$ cat config.mk
export PLATFORM = sky130hd
export DESIGN_NAME = shift_add_multiplier
export DESIGN_NICKNAME = d
export VERILOG_FILES = /design/src/rtl/arith_pkg.sv /design/src/rtl/ripple_carry_adder.sv /design/src/rtl/shift_add_multiplier.sv
export SDC_FILE = /design/constraint.sdc
export NUM_CORES = 1
export LEC_CHECK = 0
export BUFFER_PORTS_ARGS = -buffer_cell sky130_fd_sc_hd__clkbuf_2
export CAP_MARGIN = 40
export CORE_UTILIZATION = 48
export DETAILED_ROUTE_END_ITERATION = 12
export GPL_ROUTABILITY_DRIVEN = 0
export PLACE_DENSITY = 0.7
export SLEW_MARGIN = 20
export SYNTH_ARGS = -nofsm -noshare
export SYNTH_HDL_FRONTEND = slang
export SYNTH_SLANG_ARGS = --single-unit
$ cat constraint.sdc
create_clock -name clk -period 2.9 [get_ports clk]
set_clock_uncertainty 0.2 [all_clocks]
set_input_delay 0.58 -clock clk [delete_from_list [all_inputs] [get_ports clk]]
set_output_delay 0.58 -clock clk [all_outputs]
set_load 0.005 [all_outputs]
$ cat src/rtl/arith_pkg.sv
// Shared arithmetic types for the shift-add multiplier datapath.
//   mul_state_t : multiplier control FSM states
//   cnt_w(n)    : width of a counter that must hold values 0..n
package arith_pkg;

  typedef enum logic [1:0] {
    IDLE = 2'd0,
    RUN  = 2'd1,
    DONE = 2'd2
  } mul_state_t;

  function automatic int unsigned cnt_w(input int unsigned n);
    return $clog2(n + 1);
  endfunction

endpackage

$ cat src/rtl/ripple_carry_adder.sv
// N-bit ripple-carry adder, purely combinational.
//   a, b : addends
//   cin  : carry in
//   sum  : a + b + cin (low N bits)
//   cout : carry out of the top bit
module ripple_carry_adder #(
  parameter int unsigned N = 4
) (
  input  logic [N-1:0] a,
  input  logic [N-1:0] b,
  input  logic         cin,
  output logic [N-1:0] sum,
  output logic         cout
);

  // Carry ripples bit by bit through a block-local variable.
  always_comb begin
    logic c;
    c   = cin;
    sum = '0;
    for (int i = 0; i < int'(N); i++) begin
      sum[i] = a[i] ^ b[i] ^ c;
      c      = (a[i] & b[i]) | (c & (a[i] ^ b[i]));
    end
    cout = c;
  end

endmodule

$ cat src/rtl/shift_add_multiplier.sv
// Sequential unsigned N x N multiplier, one add-and-shift step per clock,
// built around a single N-bit ripple-carry adder.
// Optional feature macro: ZERO_BYPASS_EN (zero operand skips straight to DONE).
//   clk, rst     : clock, asynchronous active-high reset
//   in_valid     : operands valid          in_ready  : high only in IDLE
//   multiplicand : operand A (N bits)      multiplier: operand B (N bits)
//   out_valid    : high only in DONE       out_ready : consumer accepts product
//   product      : A*B (2N bits), stable while out_valid
module shift_add_multiplier
  import arith_pkg::*;
#(
  parameter int unsigned N = 4
) (
  input  logic           clk,
  input  logic           rst,
  input  logic           in_valid,
  output logic           in_ready,
  input  logic [N-1:0]   multiplicand,
  input  logic [N-1:0]   multiplier,
  output logic           out_valid,
  input  logic           out_ready,
  output logic [2*N-1:0] product
);

  localparam int unsigned CW = cnt_w(N);

  mul_state_t    state, state_d;
  logic [N-1:0]  acc, acc_d;
  logic [N-1:0]  q, q_d;
  logic [N-1:0]  areg, areg_d;
  logic [CW-1:0] count, count_d;

  logic [N-1:0]  add_sum;
  logic          add_cout;

  // Single adder: acc + Areg, carry captured as the new top bit.
  ripple_carry_adder #(.N(N)) u_add (
    .a    (acc),
    .b    (areg),
    .cin  (1'b0),
    .sum  (add_sum),
    .cout (add_cout)
  );

  // Next-state and datapath update.
  always_comb begin
    state_d = state;
    acc_d   = acc;
    q_d     = q;
    areg_d  = areg;
    count_d = count;
    unique case (state)
      IDLE: begin
        if (in_valid) begin
          areg_d  = multiplicand;
          q_d     = multiplier;
          acc_d   = '0;
          count_d = '0;
`ifdef ZERO_BYPASS_EN
          if ((multiplicand == '0) || (multiplier == '0)) begin
            q_d     = '0;
            state_d = DONE;
          end else begin
            state_d = RUN;
          end
`else
          state_d = RUN;
`endif
        end
      end
      RUN: begin
        if (q[0]) begin
          {acc_d, q_d} = {add_cout, add_sum, q[N-1:1]};
        end else begin
          {acc_d, q_d} = {1'b0, acc, q[N-1:1]};
        end
        count_d = count + CW'(1);
        if (count == CW'(N - 1)) begin
          state_d = DONE;
        end
      end
      DONE: begin
        if (out_ready) begin
          state_d = IDLE;
        end
      end
      default: state_d = IDLE;
    endcase
  end

  // State, datapath and registered handshake outputs.
  always_ff @(posedge clk or posedge rst) begin
    if (rst) begin
      state     <= IDLE;
      acc       <= '0;
      q         <= '0;
      areg      <= '0;
      count     <= '0;
      in_ready  <= 1'b1;
      out_valid <= 1'b0;
      product   <= '0;
    end else begin
      state     <= state_d;
      acc       <= acc_d;
      q         <= q_d;
      areg      <= areg_d;
      count     <= count_d;
      in_ready  <= (state_d == IDLE);
      out_valid <= (state_d == DONE);
      if (state_d == DONE) begin
        product <= {acc_d, q_d};
      end
    end
  end

endmodule

==> flow_summary.ini, run 1 <==
[status]
status = finished clean

[setup_path]
path_cells = ha_1 -> fa_1 -> inv_1 -> fa_1 -> inv_1 -> fa_1 -> mux2i_1 -> o22ai_1 -> mux2_1
cpLargestDelayFamily = adder cells
critPathMaxFanout = 3
reg2reg_depth = 9
path_class = reg2reg
crit_cells = 9
cp_slowest_cell = fa_1
cp.arrival_ps = 2610
worst_ep_required_time_ps = 2920
cp-start-kind = flip-flop
cp_common_cell = fa_1
cp-end-kind = flip-flop
critPathMaxStageDelay_ps = 440
critPathBufInv = 2

[logic_synthesis]
synth.area.top_cells = dfrtp_1 (52%), mux2_2 (6.3%), fa_1 (4.8%), mux2_1 (4.5%), ha_1 (3.0%)
syn_inst = 96
postSynthAreaPerCell_sq_um = 13.1
synth_area_sq_um = 1260
ys_types = 37
synth_warnings = 0
synth_nets = 114
synth_seq_cells = 27
seq_area_frac_synth_pct = 53.7
synth_top_area_cell = dfrtp_1
synth_top_area_share_pct = 51.6

[floorplanning]
rows = 18
dieArea_sq_um = 2840
dieWidth_um = 53.3
core-area_sq_um = 2480
io_pins = 22
start_util_pct = 50.9
dieHeight_um = 53.3

[detailed_routing]
wl_per_cell_um = 14.4
via_per_inst = 5.43
ant_nets = 0
drcViolationCount = 0
vias = 804
drt-initial-drc-count = 12
wirelength_mm = 2.13
first_pass_iters = 4

[clock_tree]
cts_resized = 0
cts_setup_buffers = 0
cts_tree = done
cts-root-buf = clkbuf_4
htreeDepth = 1
clk_latency_ps = 320
clkTransAtPathRegs_ps = 140
cts_sinks = 27
cts_buffers = 3
hold_buffers = 0
clock_path_buffers = 2

[sta]
hold_viol = 0
fin_crit_ps = 2590
rsz0062_at_grt = no
slew_viol_final = 0
worst_slack_ps = 313
relSlewSlack_pct = 71.6
setup_viol_count_final = 0
setup_tns_ps = 0
finalCritPeriodShare_pct = 89.2
fmax_mhz = 387
worst_pin_slew_ps = 426

[layout]
final_util_pct = 56.9
syn2layout_area_growth_pct = 11.8
antenna_cells = 0
fin_nets = 137
drive_gt1_share_pct = 32.2
stdcell_area_sq_um = 1410
final_common_cell = dfrtp_1
layout_common_cells = dfrtp_1 (26), clkbuf_2 (21), inv_1 (10)

[placement]
dp_worst_setup_slack_ps = 323
dp_hpwl_mm = 1.57
postPlaceCellArea_sq_um = 1380
port_buffers = 21

[flow_run]
drv_cap = 0

[power_and_ir_drop]
p_leak_nw = 0.677
total_power_mw = 1.56
powerDensity_nw_per_um2 = 1110
p_switching_mw = 0.584
p_sw_share_pct = 37.4
power.internal_mw = 0.979
comb_power_share_pct = 44.7
seqPwrFrac_pct = 45.2
pwr-share-clk_pct = 10.1
ir_drop_mv = 0.605

[grt]
grt.total_usage_pct = 19.3
grt_max_degree = 28
grt_overflow_total = 0
grt_first_pass_wirelength_mm = 3.74
antenna_found_initial = 0
grt_pass1_vias = 813

[min_path]
hold_class = in2async
## through the flow
step                hold WS, ps  cells
floorplan                   258     96
global placement            268    144
detailed placement          296    144
CTS                        68.7    148
global route               87.3    148
finish                     66.4    148
## worst register-to-register path, stage by stage, from the launching register on
cell	delay, ps
dfrtp_1	420
ha_1	210
fa_1	350
inv_1	70
fa_1	160
inv_1	50
fa_1	440
mux2i_1	170
o22ai_1	100
mux2_1	310
## routing by layer
metal / up-vias / global-route usage, % / wire length (um)
li1: 383 / - / -
met1: 396 / 24.9 / 982
met2: 20 / 31.3 / 1020
met3: 5 / 3.45 / 84
met4: 0 / 8.77 / 36
met5: - / 0 / 0
## registers in the layout (all words and copies together) (netlist names)
register / cells
state: 2
in_ready: 1
product: 8
count: 3
acc: 4
q: 4
areg: 4
out_valid: 1
## power by group through the flow
stage                     clock network (mW)  registers, mW  logic, mW
after detailed placement                   0          0.719      0.710
after global placement                     0          0.710      0.669
after CTS                              0.165          0.709      0.713
final                                  0.158          0.706      0.698
after floorplan                            0          0.662      0.572
after global routing                   0.179          0.740      0.809
## logic make-up (layout without fill, tap and decap cells)
logic type | after synthesis | after routing | synth area share (%)
compound gates | 20 | 20 | 13.5
fa+ha+maj | 6 | 6 | 7.74
buf+inv | 14 | 36 | 5.16
flops | 27 | 27 | 53.7
mux | 15 | 15 | 13.1
simple gates | 14 | 14 | 6.85
## synth_stat cells
cell type   n
a211oi_1    1
dfstp_2     1
clkbuf_1    1
o2bb2ai_1   1
nor4b_1     1
nor2_1      2
o21ba_2     1
and2b_1     1
ha_1        3
nand2_2     1
a22oi_1     2
mux2_2      7
dfrtp_1    26
mux2_1      5
a21oi_1     1
o22ai_1     2
o21bai_4    1
and2b_4     1
o31ai_1     1
mux2i_1     3
buf_2       1
buf_4       1
or2_1       1
buf_6       1
o21ai_4     1
nand2b_1    1
nor2b_1     1
nor3b_1     1
a22o_1      1
o21ai_0     3
fa_1        3
or3b_1      1
a222oi_1    2
inv_1      10
o21ai_1     1
a32o_1      2
nand2_1     3
## path summary, 6_finish.rpt
path | from | to | slack, ps
min in group clk | multiplicand[1] | areg[1] | 260
max in group asynchronous | rst | in_ready | 2130
setup reg to reg | acc[0] | product[6] | 310
setup / recovery | acc[0] | product[6] | 310
hold reg to reg | count[0] | count[0] | 310
hold / removal | rst | areg[3] | 70
## final cells by class
cell class | instances | area, sq um
clock buffers | 4 | 26.3
fillers | 233 | 1070
inverters | 10 | 37.5
multi-input cells | 55 | 519
flip-flops and latches | 27 | 677
well taps | 30 | 37.5
repair buffers | 22 | 113
Power figures use the tool's default switching activity.
==> inputs of run 2 (changes only) <==
--- a/config.mk
+++ b/config.mk
@@ -7,10 +7,12 @@
 export LEC_CHECK = 0
 export BUFFER_PORTS_ARGS = -buffer_cell sky130_fd_sc_hd__clkbuf_2
 export CAP_MARGIN = 40
+export CORE_ASPECT_RATIO = 1.2
 export CORE_UTILIZATION = 48
 export DETAILED_ROUTE_END_ITERATION = 12
 export GPL_ROUTABILITY_DRIVEN = 0
 export PLACE_DENSITY = 0.7
+export SETUP_SLACK_MARGIN = 0.4
 export SLEW_MARGIN = 20
 export SYNTH_ARGS = -nofsm -noshare
 export SYNTH_HDL_FRONTEND = slang
==> flow_summary.ini, run 2 (synthesized netlist as in run 1, its figures left out) <==
[sta]
rsz0062_at_grt = yes
slew_viol_final = 0
finalCritPeriodShare_pct = 85.2
worst_slack_ps = 429
setup_tns_ps = 0
fin_crit_ps = 2470
relSlewSlack_pct = 68.0
worst_pin_slew_ps = 481
fmax_mhz = 405
hold_viol = 0
setup_viol_count_final = 0

[min_path]
hold_class = in2async

[detailed_routing]
wirelength_mm = 2.13
first_pass_iters = 4
wl_per_cell_um = 14.1
vias = 816
drcViolationCount = 0
drt-initial-drc-count = 15
via_per_inst = 5.40
ant_nets = 0

[setup_path]
critPathMaxFanout = 3
cp-start-kind = flip-flop
worst_ep_required_time_ps = 2920
critPathMaxStageDelay_ps = 430
critPathBufInv = 2
path_cells = ha_2 -> fa_2 -> inv_2 -> fa_2 -> inv_1 -> fa_1 -> mux2i_1 -> o22ai_1 -> mux2_4
cpLargestDelayFamily = adder cells
cp.arrival_ps = 2490
path_class = reg2reg
cp-end-kind = flip-flop
cp_slowest_cell = fa_1
cp_common_cell = fa_2

[floorplanning]
dieWidth_um = 48.8
rows = 20
dieArea_sq_um = 2840
core-area_sq_um = 2500
start_util_pct = 50.4
io_pins = 22
dieHeight_um = 58.2

[grt]
grt_pass1_vias = 755
grt_max_degree = 28
grt_first_pass_wirelength_mm = 3.34
antenna_found_initial = 0
grt_overflow_total = 0
grt.total_usage_pct = 16.2

[clock_tree]
clock_path_buffers = 2
htreeDepth = 1
clk_latency_ps = 330
cts_buffers = 3
cts_sinks = 27
cts-root-buf = clkbuf_4
clkTransAtPathRegs_ps = 140
cts_tree = done

[power_and_ir_drop]
pwr-share-clk_pct = 10.0
total_power_mw = 1.59
p_sw_share_pct = 37.3
ir_drop_mv = 0.679
p_switching_mw = 0.592
power.internal_mw = 0.995
powerDensity_nw_per_um2 = 1110
seqPwrFrac_pct = 44.7
comb_power_share_pct = 45.3
p_leak_nw = 0.675

[placement]
postPlaceCellArea_sq_um = 1390
port_buffers = 21
dp_worst_setup_slack_ps = 363
post-place-cells = 147
dp_hpwl_mm = 1.56

[layout]
largest_reg_flops = 8
fin_nets = 137
antenna_cells = 0
syn2layout_area_growth_pct = 13.0
largest_register = product
layout_common_cells = dfrtp_1 (26), clkbuf_2 (21), inv_1 (9)
fin_cells = 151
drive_gt1_share_pct = 36.4
stdcell_area_sq_um = 1430
final_common_cell = dfrtp_1

[status]
status = finished clean

[flow_run]
drv_cap = 0
[run 2: cell count changes in the layout (fill, tap and decap cells not counted)]
cell	change
fa_1	-2
fa_2	+2
ha_1	-1
ha_2	+1
inv_1	-1
inv_2	+1
mux2_1	-1
mux2_4	+1
[run 2: final cells by class]
type	count	area [sq um]
repair buffers	22	113
well taps	33	41.3
inverters	10	37.5
clock buffers	4	26.3
multi-input cells	55	531
fillers	229	1080
flip-flops and latches	27	677
[run 2: timing repair]
item,4_1_cts,5_1_grt
setup buffers,0,0
endpoints found under the setup margin,1,2
gates cloned,0,0
hold buffers,0,0
resized for setup,5,0
pin swaps,4,4
[run 2: worst reg2reg max path: stages (launching register included)]
cell	delay, ps
dfrtp_1	420
ha_2	190
fa_2	330
inv_2	60
fa_2	180
inv_1	50
fa_1	430
mux2i_1	150
o22ai_1	100
mux2_4	260
[run 2: power groups by stage]
stage | Combinational (mW) | Sequential (mW) | Clock [mW]
final | 0.719 | 0.709 | 0.159
after global routing | 0.803 | 0.733 | 0.178
after CTS | 0.735 | 0.708 | 0.163
after detailed placement | 0.711 | 0.717 | 0
after global placement | 0.670 | 0.709 | 0
after floorplan | 0.572 | 0.662 | 0
[run 2: layer usage]
metal | global-route usage, % | up-vias | part of all wire [%]
li1 | - | 387 | -
met1 | 21.4 | 407 | 45
met2 | 26.4 | 17 | 50
met3 | 1.57 | 5 | 2.7
met4 | 8.82 | 0 | 2.2
met5 | 0 | - | 0
[run 2: worst paths after layout]
check | from | to | slack [ps] | cells past startpoint
worst max-delay path | acc[0] | product[6] | 430 | 9
worst min-delay path | rst | product[1] | 60 | 3
worst max register to register | acc[0] | product[6] | 430 | 9
worst min register to register | product[4] | product[4] | 300 | 1
max in group asynchronous | rst | in_ready | 2140 | 3
min in group clk | multiplicand[2] | areg[2] | 270 | 2
[run 2: per-stage QoR]
| stage | utilization (%) | hold slack, ps |
|---|---|---|
| floorplan | - | 258 |
| global placement | 55.5 | 273 |
| detailed placement | 55.5 | 276 |
| CTS | 57.0 | 72.7 |
| global route | 57.0 | 84.5 |
| finish | 57.0 | 63.1 |
